File: config.mk
export PLATFORM = sky130hd
export DESIGN_NAME = mem_arbiter_flat
export DESIGN_NICKNAME = d
export VERILOG_FILES = /design/src/rtl/mem_arbiter_if.sv /design/src/rtl/mem_arbiter.sv /design/src/flat_wrapper.sv
export SDC_FILE = /design/constraint.sdc
export NUM_CORES = 1
export LEC_CHECK = 0
export ABC_CLOCK_PERIOD_IN_PS = 17500
export CORE_ASPECT_RATIO = 0.7
export CORE_MARGIN = 2
export CORE_UTILIZATION = 45
export CTS_CLUSTER_DIAMETER = 120
export DETAILED_ROUTE_END_ITERATION = 12
export PLACE_DENSITY = 0.81
export SKIP_LAST_GASP = 1
export SLEW_MARGIN = 20
export SYNTH_ARGS = -nofsm -noshare
export SYNTH_HDL_FRONTEND = slang
export SYNTH_SLANG_ARGS = --single-unit
export TNS_END_PERCENT = 1
File: constraint.sdc
create_clock -name clk -period 17.5 [get_ports clk]
set_clock_uncertainty 0.15 [all_clocks]
set_input_delay 5.25 -clock clk [delete_from_list [all_inputs] [get_ports clk]]
set_output_delay 5.25 -clock clk [all_outputs]
set_load 0.005 [all_outputs]
File: src/rtl/mem_arbiter_if.sv
// Bus bundle between the two cache masters, the arbiter and the memory port.
// The arbiter uses the slave modport; the master modport is the cache/memory side.
interface mem_arbiter_if #(
    parameter int AddrBusWidth = 32,
    parameter int MemBusWidth  = 32
);
    localparam int SelW = MemBusWidth / 8;

    // Handshake: a master request is taken at a rising edge where mN_ready and
    // (mN_re | mN_we) are both 1; a memory request is taken at a rising edge
    // where (mem_re | mem_we) and mem_ready are both 1; mN_r_data_valid and
    // mem_r_data_valid are single-cycle qualifiers with no back-pressure.
    logic [AddrBusWidth-1:0] m0_addr,   m1_addr;
    logic [MemBusWidth-1:0]  m0_w_data, m1_w_data;
    logic [SelW-1:0]         m0_w_sel,  m1_w_sel;
    logic                    m0_re, m0_we, m1_re, m1_we;
    logic                    m0_ready, m1_ready;
    logic [MemBusWidth-1:0]  m0_r_data, m1_r_data;
    logic                    m0_r_data_valid, m1_r_data_valid;

    logic [AddrBusWidth-1:0] mem_addr;
    logic [MemBusWidth-1:0]  mem_w_data;
    logic [SelW-1:0]         mem_w_sel;
    logic                    mem_re, mem_we;
    logic                    mem_ready;
    logic [MemBusWidth-1:0]  mem_r_data;
    logic                    mem_r_data_valid;

    // Debug view of the arbiter FSM: 0 = IDLE, 1 = ISSUE, 2 = WAIT_RD.
    logic [1:0]              state_dbg;

    modport slave (
        input  m0_addr, m0_w_data, m0_w_sel, m0_re, m0_we,
        input  m1_addr, m1_w_data, m1_w_sel, m1_re, m1_we,
        output m0_ready, m0_r_data, m0_r_data_valid,
        output m1_ready, m1_r_data, m1_r_data_valid,
        output mem_addr, mem_w_data, mem_w_sel, mem_re, mem_we,
        input  mem_ready, mem_r_data, mem_r_data_valid,
        output state_dbg
    );

    modport master (
        output m0_addr, m0_w_data, m0_w_sel, m0_re, m0_we,
        output m1_addr, m1_w_data, m1_w_sel, m1_re, m1_we,
        input  m0_ready, m0_r_data, m0_r_data_valid,
        input  m1_ready, m1_r_data, m1_r_data_valid,
        input  mem_addr, mem_w_data, mem_w_sel, mem_re, mem_we,
        output mem_ready, mem_r_data, mem_r_data_valid,
        input  state_dbg
    );
endinterface

File: src/rtl/mem_arbiter.sv
// Two-master (icache = 0, dcache = 1) round-robin arbiter onto one memory port,
// with one pending request slot per master and one outstanding read at a time.
module mem_arbiter #(
    parameter int AddrBusWidth = 32,
    parameter int MemBusWidth  = 32
) (
    input logic          clk,
    input logic          rst,
    mem_arbiter_if.slave bus
);
    localparam int SelW = MemBusWidth / 8;

    typedef enum logic [1:0] {
        IDLE    = 2'd0,
        ISSUE   = 2'd1,
        WAIT_RD = 2'd2
    } state_t;

    state_t state, state_nxt;

    logic [1:0]              pend;
    logic [1:0]              slot_wr;
    logic [AddrBusWidth-1:0] slot_addr  [2];
    logic [MemBusWidth-1:0]  slot_wdata [2];
    logic [SelW-1:0]         slot_wsel  [2];
    logic                    grant, last_grant;
    logic                    sel, drive, accept;
    logic [MemBusWidth-1:0]  r_data [2];
    logic [1:0]              r_valid;

    logic [AddrBusWidth-1:0] req_addr  [2];
    logic [MemBusWidth-1:0]  req_wdata [2];
    logic [SelW-1:0]         req_wsel  [2];
    logic [1:0]              req_re, req_we;

    assign req_addr[0]  = bus.m0_addr;
    assign req_addr[1]  = bus.m1_addr;
    assign req_wdata[0] = bus.m0_w_data;
    assign req_wdata[1] = bus.m1_w_data;
    assign req_wsel[0]  = bus.m0_w_sel;
    assign req_wsel[1]  = bus.m1_w_sel;
    assign req_re       = {bus.m1_re, bus.m0_re};
    assign req_we       = {bus.m1_we, bus.m0_we};

    // A master is ready exactly when its slot is empty.
    assign bus.m0_ready        = ~pend[0];
    assign bus.m1_ready        = ~pend[1];
    assign bus.m0_r_data       = r_data[0];
    assign bus.m1_r_data       = r_data[1];
    assign bus.m0_r_data_valid = r_valid[0];
    assign bus.m1_r_data_valid = r_valid[1];
    assign bus.state_dbg       = state;

    always_comb begin
        sel       = grant;
        drive     = 1'b0;
        state_nxt = state;
        case (state)
            IDLE: begin
                sel   = (pend == 2'b11) ? ~last_grant : pend[1];
                drive = |pend;
            end
            ISSUE:   drive = 1'b1;
            WAIT_RD: if (bus.mem_r_data_valid) state_nxt = IDLE;
            default: state_nxt = IDLE;
        endcase
        accept = drive & bus.mem_ready;
        if (drive) begin
            if (!accept)          state_nxt = ISSUE;
            else if (slot_wr[sel]) state_nxt = IDLE;
            else                  state_nxt = WAIT_RD;
        end
    end

    // The memory bus is zeroed whenever no request is being presented.
    always_comb begin
        bus.mem_re     = 1'b0;
        bus.mem_we     = 1'b0;
        bus.mem_addr   = '0;
        bus.mem_w_data = '0;
        bus.mem_w_sel  = '0;
        if (drive) begin
            bus.mem_re     = ~slot_wr[sel];
            bus.mem_we     = slot_wr[sel];
            bus.mem_addr   = slot_addr[sel];
            bus.mem_w_data = slot_wdata[sel];
            bus.mem_w_sel  = slot_wsel[sel];
        end
    end

    always_ff @(posedge clk or posedge rst) begin
        if (rst) begin
            state      <= IDLE;
            pend       <= 2'b00;
            slot_wr    <= 2'b00;
            grant      <= 1'b0;
            last_grant <= 1'b1;
            r_valid    <= 2'b00;
            for (int n = 0; n < 2; n++) begin
                slot_addr[n]  <= '0;
                slot_wdata[n] <= '0;
                slot_wsel[n]  <= '0;
                r_data[n]     <= '0;
            end
        end else begin
            state   <= state_nxt;
            r_valid <= 2'b00;
            if (state == IDLE && drive) grant <= sel;
            if (accept) begin
                last_grant <= sel;
                if (slot_wr[sel]) pend[sel] <= 1'b0;
            end
            if (state == WAIT_RD && bus.mem_r_data_valid) begin
                r_data[grant]  <= bus.mem_r_data;
                r_valid[grant] <= 1'b1;
                pend[grant]    <= 1'b0;
            end
            // Capture only touches empty slots, so it never races the clears above.
            for (int n = 0; n < 2; n++) begin
                if (!pend[n] && (req_re[n] || req_we[n])) begin
                    pend[n]       <= 1'b1;
                    slot_wr[n]    <= req_we[n] & ~req_re[n];
                    slot_addr[n]  <= req_addr[n];
                    slot_wdata[n] <= req_wdata[n];
                    slot_wsel[n]  <= req_wsel[n];
                end
            end
        end
    end
endmodule
File: src/flat_wrapper.sv
// flat-port wrapper written by rule: the top's interface ports become plain ports
module mem_arbiter_flat 
#(
    parameter int AddrBusWidth = 32,
    parameter int MemBusWidth  = 32
)
  (clk, rst, bus_m0_addr, bus_m0_w_data, bus_m0_w_sel, bus_m0_re, bus_m0_we, bus_m1_addr, bus_m1_w_data, bus_m1_w_sel, bus_m1_re, bus_m1_we, bus_m0_ready, bus_m0_r_data, bus_m0_r_data_valid, bus_m1_ready, bus_m1_r_data, bus_m1_r_data_valid, bus_mem_addr, bus_mem_w_data, bus_mem_w_sel, bus_mem_re, bus_mem_we, bus_mem_ready, bus_mem_r_data, bus_mem_r_data_valid, bus_state_dbg);
  mem_arbiter_if #(.AddrBusWidth(AddrBusWidth), .MemBusWidth(MemBusWidth)) bus_i ();
  input logic clk;
  input logic rst;
  input wire logic [$bits(bus_i.m0_addr)-1:0] bus_m0_addr;
  input wire logic [$bits(bus_i.m0_w_data)-1:0] bus_m0_w_data;
  input wire logic [$bits(bus_i.m0_w_sel)-1:0] bus_m0_w_sel;
  input wire logic [$bits(bus_i.m0_re)-1:0] bus_m0_re;
  input wire logic [$bits(bus_i.m0_we)-1:0] bus_m0_we;
  input wire logic [$bits(bus_i.m1_addr)-1:0] bus_m1_addr;
  input wire logic [$bits(bus_i.m1_w_data)-1:0] bus_m1_w_data;
  input wire logic [$bits(bus_i.m1_w_sel)-1:0] bus_m1_w_sel;
  input wire logic [$bits(bus_i.m1_re)-1:0] bus_m1_re;
  input wire logic [$bits(bus_i.m1_we)-1:0] bus_m1_we;
  output wire logic [$bits(bus_i.m0_ready)-1:0] bus_m0_ready;
  output wire logic [$bits(bus_i.m0_r_data)-1:0] bus_m0_r_data;
  output wire logic [$bits(bus_i.m0_r_data_valid)-1:0] bus_m0_r_data_valid;
  output wire logic [$bits(bus_i.m1_ready)-1:0] bus_m1_ready;
  output wire logic [$bits(bus_i.m1_r_data)-1:0] bus_m1_r_data;
  output wire logic [$bits(bus_i.m1_r_data_valid)-1:0] bus_m1_r_data_valid;
  output wire logic [$bits(bus_i.mem_addr)-1:0] bus_mem_addr;
  output wire logic [$bits(bus_i.mem_w_data)-1:0] bus_mem_w_data;
  output wire logic [$bits(bus_i.mem_w_sel)-1:0] bus_mem_w_sel;
  output wire logic [$bits(bus_i.mem_re)-1:0] bus_mem_re;
  output wire logic [$bits(bus_i.mem_we)-1:0] bus_mem_we;
  input wire logic [$bits(bus_i.mem_ready)-1:0] bus_mem_ready;
  input wire logic [$bits(bus_i.mem_r_data)-1:0] bus_mem_r_data;
  input wire logic [$bits(bus_i.mem_r_data_valid)-1:0] bus_mem_r_data_valid;
  output wire logic [$bits(bus_i.state_dbg)-1:0] bus_state_dbg;
  assign bus_i.m0_addr = bus_m0_addr;
  assign bus_i.m0_w_data = bus_m0_w_data;
  assign bus_i.m0_w_sel = bus_m0_w_sel;
  assign bus_i.m0_re = bus_m0_re;
  assign bus_i.m0_we = bus_m0_we;
  assign bus_i.m1_addr = bus_m1_addr;
  assign bus_i.m1_w_data = bus_m1_w_data;
  assign bus_i.m1_w_sel = bus_m1_w_sel;
  assign bus_i.m1_re = bus_m1_re;
  assign bus_i.m1_we = bus_m1_we;
  assign bus_m0_ready = bus_i.m0_ready;
  assign bus_m0_r_data = bus_i.m0_r_data;
  assign bus_m0_r_data_valid = bus_i.m0_r_data_valid;
  assign bus_m1_ready = bus_i.m1_ready;
  assign bus_m1_r_data = bus_i.m1_r_data;
  assign bus_m1_r_data_valid = bus_i.m1_r_data_valid;
  assign bus_mem_addr = bus_i.mem_addr;
  assign bus_mem_w_data = bus_i.mem_w_data;
  assign bus_mem_w_sel = bus_i.mem_w_sel;
  assign bus_mem_re = bus_i.mem_re;
  assign bus_mem_we = bus_i.mem_we;
  assign bus_i.mem_ready = bus_mem_ready;
  assign bus_i.mem_r_data = bus_mem_r_data;
  assign bus_i.mem_r_data_valid = bus_mem_r_data_valid;
  assign bus_state_dbg = bus_i.state_dbg;
  mem_arbiter #(.AddrBusWidth(AddrBusWidth), .MemBusWidth(MemBusWidth)) u_core (.clk(clk), .rst(rst), .bus(bus_i));
endmodule
# [Word-level counts from Yosys, hierarchy flattened]
# Cells that the tools add are included.
# Widths: inputs -> output; s select.
[classes] bitwise_logic=15 n_mux=37 n_eq_ne=5 order_cmp=7 reduce_logical=15
[op_table] op="$mux 32" n=9
[op_table] op="$bwmux 64" n=1
[op_table] op="$demux 32 s1" n=1
[op_table] op="$mux 2" n=8
[op_table] op="$mux 4" n=4
[op_table] op="$mux 1" n=10
[op_table] op="$logic_and 1x1->1" n=7
[op_table] op="$not 1->1" n=6
[op_table] op="$and 2x2->2" n=2
[op_table] op="$eq 2x2->1 const B" n=2
[op_table] op="$ge 2x2->1 const B" n=2
[op_table] op="$lt 1x2->1 const B" n=2
[op_table] op="$not 1->2" n=2
[op_table] op="$not 2->2" n=2
[op_table] op="$pmux 2 s2" n=1
[op_table] op="$reduce_or 2->1" n=2
[op_table] op="$and 1x1->1" n=3
[op_table] op="$ne 3x2->1 const B" n=1
[op_table] op="$demux 1 s1" n=2
[op_table] op="$eq 2x1->1 const B" n=1
[op_table] op="$ge 1x1->1 const B" n=2
[op_table] op="$logic_not 1->1" n=2
[op_table] op="$logic_not 2->1" n=1
[op_table] op="$logic_or 1x1->1" n=2
[op_table] op="4 further kinds" n=4
[word_totals] regBits=210 inputBits=176 word_cells=94 output_inout_bits=140

# [Depth between registers and ports, before layout]
[logic_depth] word_depth=14 mapped_depth=7 mapped_depth_nobuf=3

# [Least setup slack after synthesis]
# No wires, ideal clock.
[synth_path] path_type="register to output" from="register u_core.state[1], in the netlist u_core.bus.state_dbg[1]" to="output bus_mem_re" required_ns=12.100 n_path_buf=3 arrival_ns=1.417 stages_incl_launch_ff=7 setup_slack_ns=10.683 cell_sequence="dfrtp_1 > buf_6 > or2_1 > buf_6 > buf_6 > a221oi_2 > and3b_1"
[synth_between] elab_chain_cells=6 word_cells_on_any_way=8 cone_classes="1 x eq/ne; 5 x mux; 1 x bitwise; 1 x reduce/logical"
[synth_lines] element="start, declared" line="mem_arbiter.sv:19" rtl="state_t state, state_nxt;"
[synth_lines] element="start signal, assigned" line="mem_arbiter.sv:106" rtl="state <= state_nxt;"
[synth_lines] element="$logic_not 2->1" line="mem_arbiter.sv:58" rtl="case (state)"
[synth_lines] element="$mux 1" line="mem_arbiter.sv:58"
[synth_lines] element="$mux 1 (not written as such) (2 in a row)" line="mem_arbiter.sv:83" rtl="bus.mem_re = ~slot_wr[sel];"
[synth_lines] element="$not 1->1" line="mem_arbiter.sv:83"
[synth_lines] element="$mux 1 (*)" line="mem_arbiter.sv:82" rtl="if (drive) begin"
[synth_lines] element="end, declared" line="flat_wrapper.sv:30" rtl="output wire logic [$bits(bus_i.mem_re)-1:0] bus_mem_re;"
# Mark *: on every way between the ends. The rest lies on a longest branch, timed or not. The select of a mux whose other input is x is not followed.

# [Worst setup path after layout]
[layout_path] from="register u_core.state[1], in the netlist u_core.bus.state_dbg[1]" to="output bus_mem_w_data[9]"
[layout_between] elab_chain_cells=7 word_cells_on_any_way=9 cone_classes="1 x eq/ne; 6 x mux; 1 x bitwise; 1 x reduce/logical"
[layout_lines] element="$logic_not 2->1" line="mem_arbiter.sv:58"
[layout_lines] element="$mux 1" line="mem_arbiter.sv:58"
[layout_lines] element="$not 1->2 (not written as such)" line="mem_arbiter.sv:86" rtl="bus.mem_w_data = slot_wdata[sel];"
[layout_lines] element="$mux 32 (not written as such) (3 in a row)" line="mem_arbiter.sv:86"
[layout_lines] element="$mux 32 (*)" line="mem_arbiter.sv:82"
[layout_lines] element="end, declared" line="flat_wrapper.sv:28" rtl="output wire logic [$bits(bus_i.mem_w_data)-1:0] bus_mem_w_data;"
# Marked as above.

==> impl_metrics.tcl <==
set metrics [dict create \
    status "finished clean" \
    fmax_mhz 109 \
    die_h_um 132 \
    end_kind "primary output" \
    start_util_pct 46.2 \
    clockBufferDepth 3 \
    placement.io_buffers 315 \
    avgSynthCellArea_um2 11.1 \
    ys_types 36 \
    num_rows 46 \
    post-route-min-period_ns 9.16 \
    die_area_um2 24700 \
    synth_edf_count 0 \
    path_max_fanout 101 \
    dr_total_vias 8611 \
    drive_gt1_share_pct 21.7 \
    ys_top_cells_by_area "dfrtp_1, mux2_2, nand3_1" \
    power_switching_mw 1.02 \
    synth-xor-area-share_pct 0 \
    power_density_nw_per_um2 199 \
    tns_ns 0 \
    synth.largest_area_cell "dfrtp_1" \
    die_width_um 187 \
    swShare_pct 35.2 \
    hp-class "reg -> reg" \
    slew_viol_final 0 \
    worstSetupPathType "reg -> out" \
    numClockSinks 210 \
    hpwlAfterDp_mm 20.6 \
    crit_required_ns 12.10 \
    power_frac_comb_pct 51.2 \
    finalCritPeriodShare_pct 52.3 \
    via_per_inst 5.58 \
    max_slew_margin_pct 25.4 \
    h-tree-depth 1 \
    synthFlopType "dfrtp_1" \
    ios 316 \
    final_nets 1390 \
    clkPwrFrac_pct 17.1 \
    regToRegSetupSlack_ns 14.72 \
    synth_seq_area_share_pct 49.8 \
    synthMuxAreaShare_pct 21.7 \
    synth_top_family_by_area "multiplexers" \
    seqPwrFrac_pct 31.6 \
    clockRootBuffer "clkbuf_16" \
    setup_violations 0 \
    grt.overflow.total 0 \
    netlist_instances 946 \
    nFillCells 1846 \
    cts_hold_buf 0 \
    rsz0062_at_grt "no" \
    total_power_mw 2.91 \
    arrival_ns 3.76 \
    grt_pass1_vias 8624 \
    cts_inserted_buffers 23 \
    p_int_mw 1.88 \
    ir_worst_vdd_mv 0.115 \
    drc_errors 0 \
    cp-start-kind "register" \
    clk_latency_ns 0.50 \
    clkTransAtPathRegs_ns 0.06 \
    drv_cap 0 \
    drt_wl_total_mm 31.2 \
    antenna_found_initial 2 \
    grt_use_total_pct 24.5 \
    synth-seq-cells 210 \
    synth_compound_area_share_pct 8.73 \
    grt_max_degree 103 \
    synth_fa_ha_area_share_pct 0 \
    layout_commonest_cell "clkdlybuf4s50_1" \
    netlist.area_leader.share_pct 49.6 \
    final_cell_mix "clkdlybuf4s50_1, dfrtp_1, mux2_2, nand3_1, o21ai_0" \
    grt_first_pass_wirelength_mm 48.5 \
    syn_nets 1122 \
    post_cts_buffers 0 \
    ys_async_sr_fraction_pct 100 \
    ant_nets 0 \
    cts_tree "built" \
    fp.coreArea_um2 22800 \
    p_leak_nw 5.82 \
    cts_resized 0 \
    hold_viol 0 \
    firstDrtPassIters 4 \
    initialDrtViolationCount 454 \
    gp_congestion 0.808 \
    post_drt_wl_per_cell_um 20.2 \
    syn2layout_area_growth_pct 38.6 \
    yosys.area_share.simple_pct 15.5 \
    worst_pin_slew_ns 1.12 \
    syn_area_um2 10500 \
    yosysWarnings 0 \
]
critical path, cell delays in order, from the launching register on:
cell	delay, ns
dfrtp_1	0.50
nor2_4	0.74
buf_4	0.88
nand3_1	0.16
a31oi_1	0.26
clkdlybuf4s50_1	0.56
power by group through the flow:
stage | clock network [mW] | registers [mW] | logic [mW]
after detailed placement | 0 | 0.922 | 1.49
after CTS | 0.509 | 0.915 | 1.49
after global placement | 0 | 0.906 | 1.44
after global routing | 0.527 | 0.952 | 1.61
after floorplan | 0 | 0.858 | 0.832
final | 0.498 | 0.921 | 1.49
worst paths after layout:
path,start,end,depth (start not counted)
worst max-delay path,u_core.bus.state_dbg[1]$_DFFE_PP0P_,bus_mem_w_data[9],5
worst min-delay path,u_core.bus.m0_r_data[14]$_DFFE_PP0P_,u_core.bus.m0_r_data[14]$_DFFE_PP0P_,1
worst max register to register,u_core.bus.state_dbg[0]$_DFFE_PP0P_,u_core.pend[0]$_DFF_PP0_,4
worst min register to register,u_core.bus.m0_r_data[14]$_DFFE_PP0P_,u_core.bus.m0_r_data[14]$_DFFE_PP0P_,1
max in group asynchronous,rst,u_core.bus.m1_r_data[12]$_DFFE_PP0P_,3
min in group asynchronous,rst,u_core.slot_addr[6]$_DFFE_PP0P_,2
Yosys cell counts (all sizes together) (2+ instances only):
cell type  instances
a31oi             68
or2                2
nor2               3
inv                5
mux2             202
dfrtp            209
a31o               2
buf               55
clkbuf            30
o21bai             2
o21ai             71
a21boi             2
a21oi              5
nand3            137
and2              68
nor2b             69
flip-flops by register name (all words and copies together) (netlist names), 2 cells and up:
signal / flops
u_core.bus.m0_r_data: 32
u_core.bus.m1_r_data: 32
u_core.bus.state_dbg: 2
u_core.pend: 2
u_core.r_valid: 2
u_core.slot_addr: 64
u_core.slot_wdata: 64
u_core.slot_wr: 2
u_core.slot_wsel: 8
per-layer routing:
layer | vias to the layer above | wire length, um | track usage [%]
li1 | 3931 | - | -
met1 | 4318 | 13600 | 32.9
met2 | 308 | 14300 | 39.1
met3 | 54 | 2430 | 6.73
met4 | 0 | 861 | 7.05
met5 | - | 0 | 0
cells by family after synthesis:
kind of cell	count (synthesis)
buffers and inverters	90
flip-flops	210
AO/OA/AOI/OAI	156
AND/OR/NAND/NOR	287
multiplexers	203
stage by stage:
step	util, %	hold WS, ns	setup slack, ns	area, um^2	std cells
after global placement	60.3	0.335	9.03	13800	1499
final	64.0	0.355	8.34	14600	1543
after detailed placement	60.5	0.344	8.95	13800	1500
after global routing	64.0	0.364	8.13	14600	1543
after floorplan	-	0.343	6.36	10500	946
after CTS	63.8	0.357	8.39	14600	1540
layout make-up:
class	instances	area [um^2]	share of cell area (%)
multi-input combinational	646	4880	33.4
tap	312	390	2.67
inverter	5	26.3	0.180
timing repair buffer	328	3290	22.5
sequential	210	5260	36.0
clock buffer	29	628	4.30
antenna	2	5.00	0.0342
clock inverter	11	136	0.933
Power figures use the tool's default switching activity.
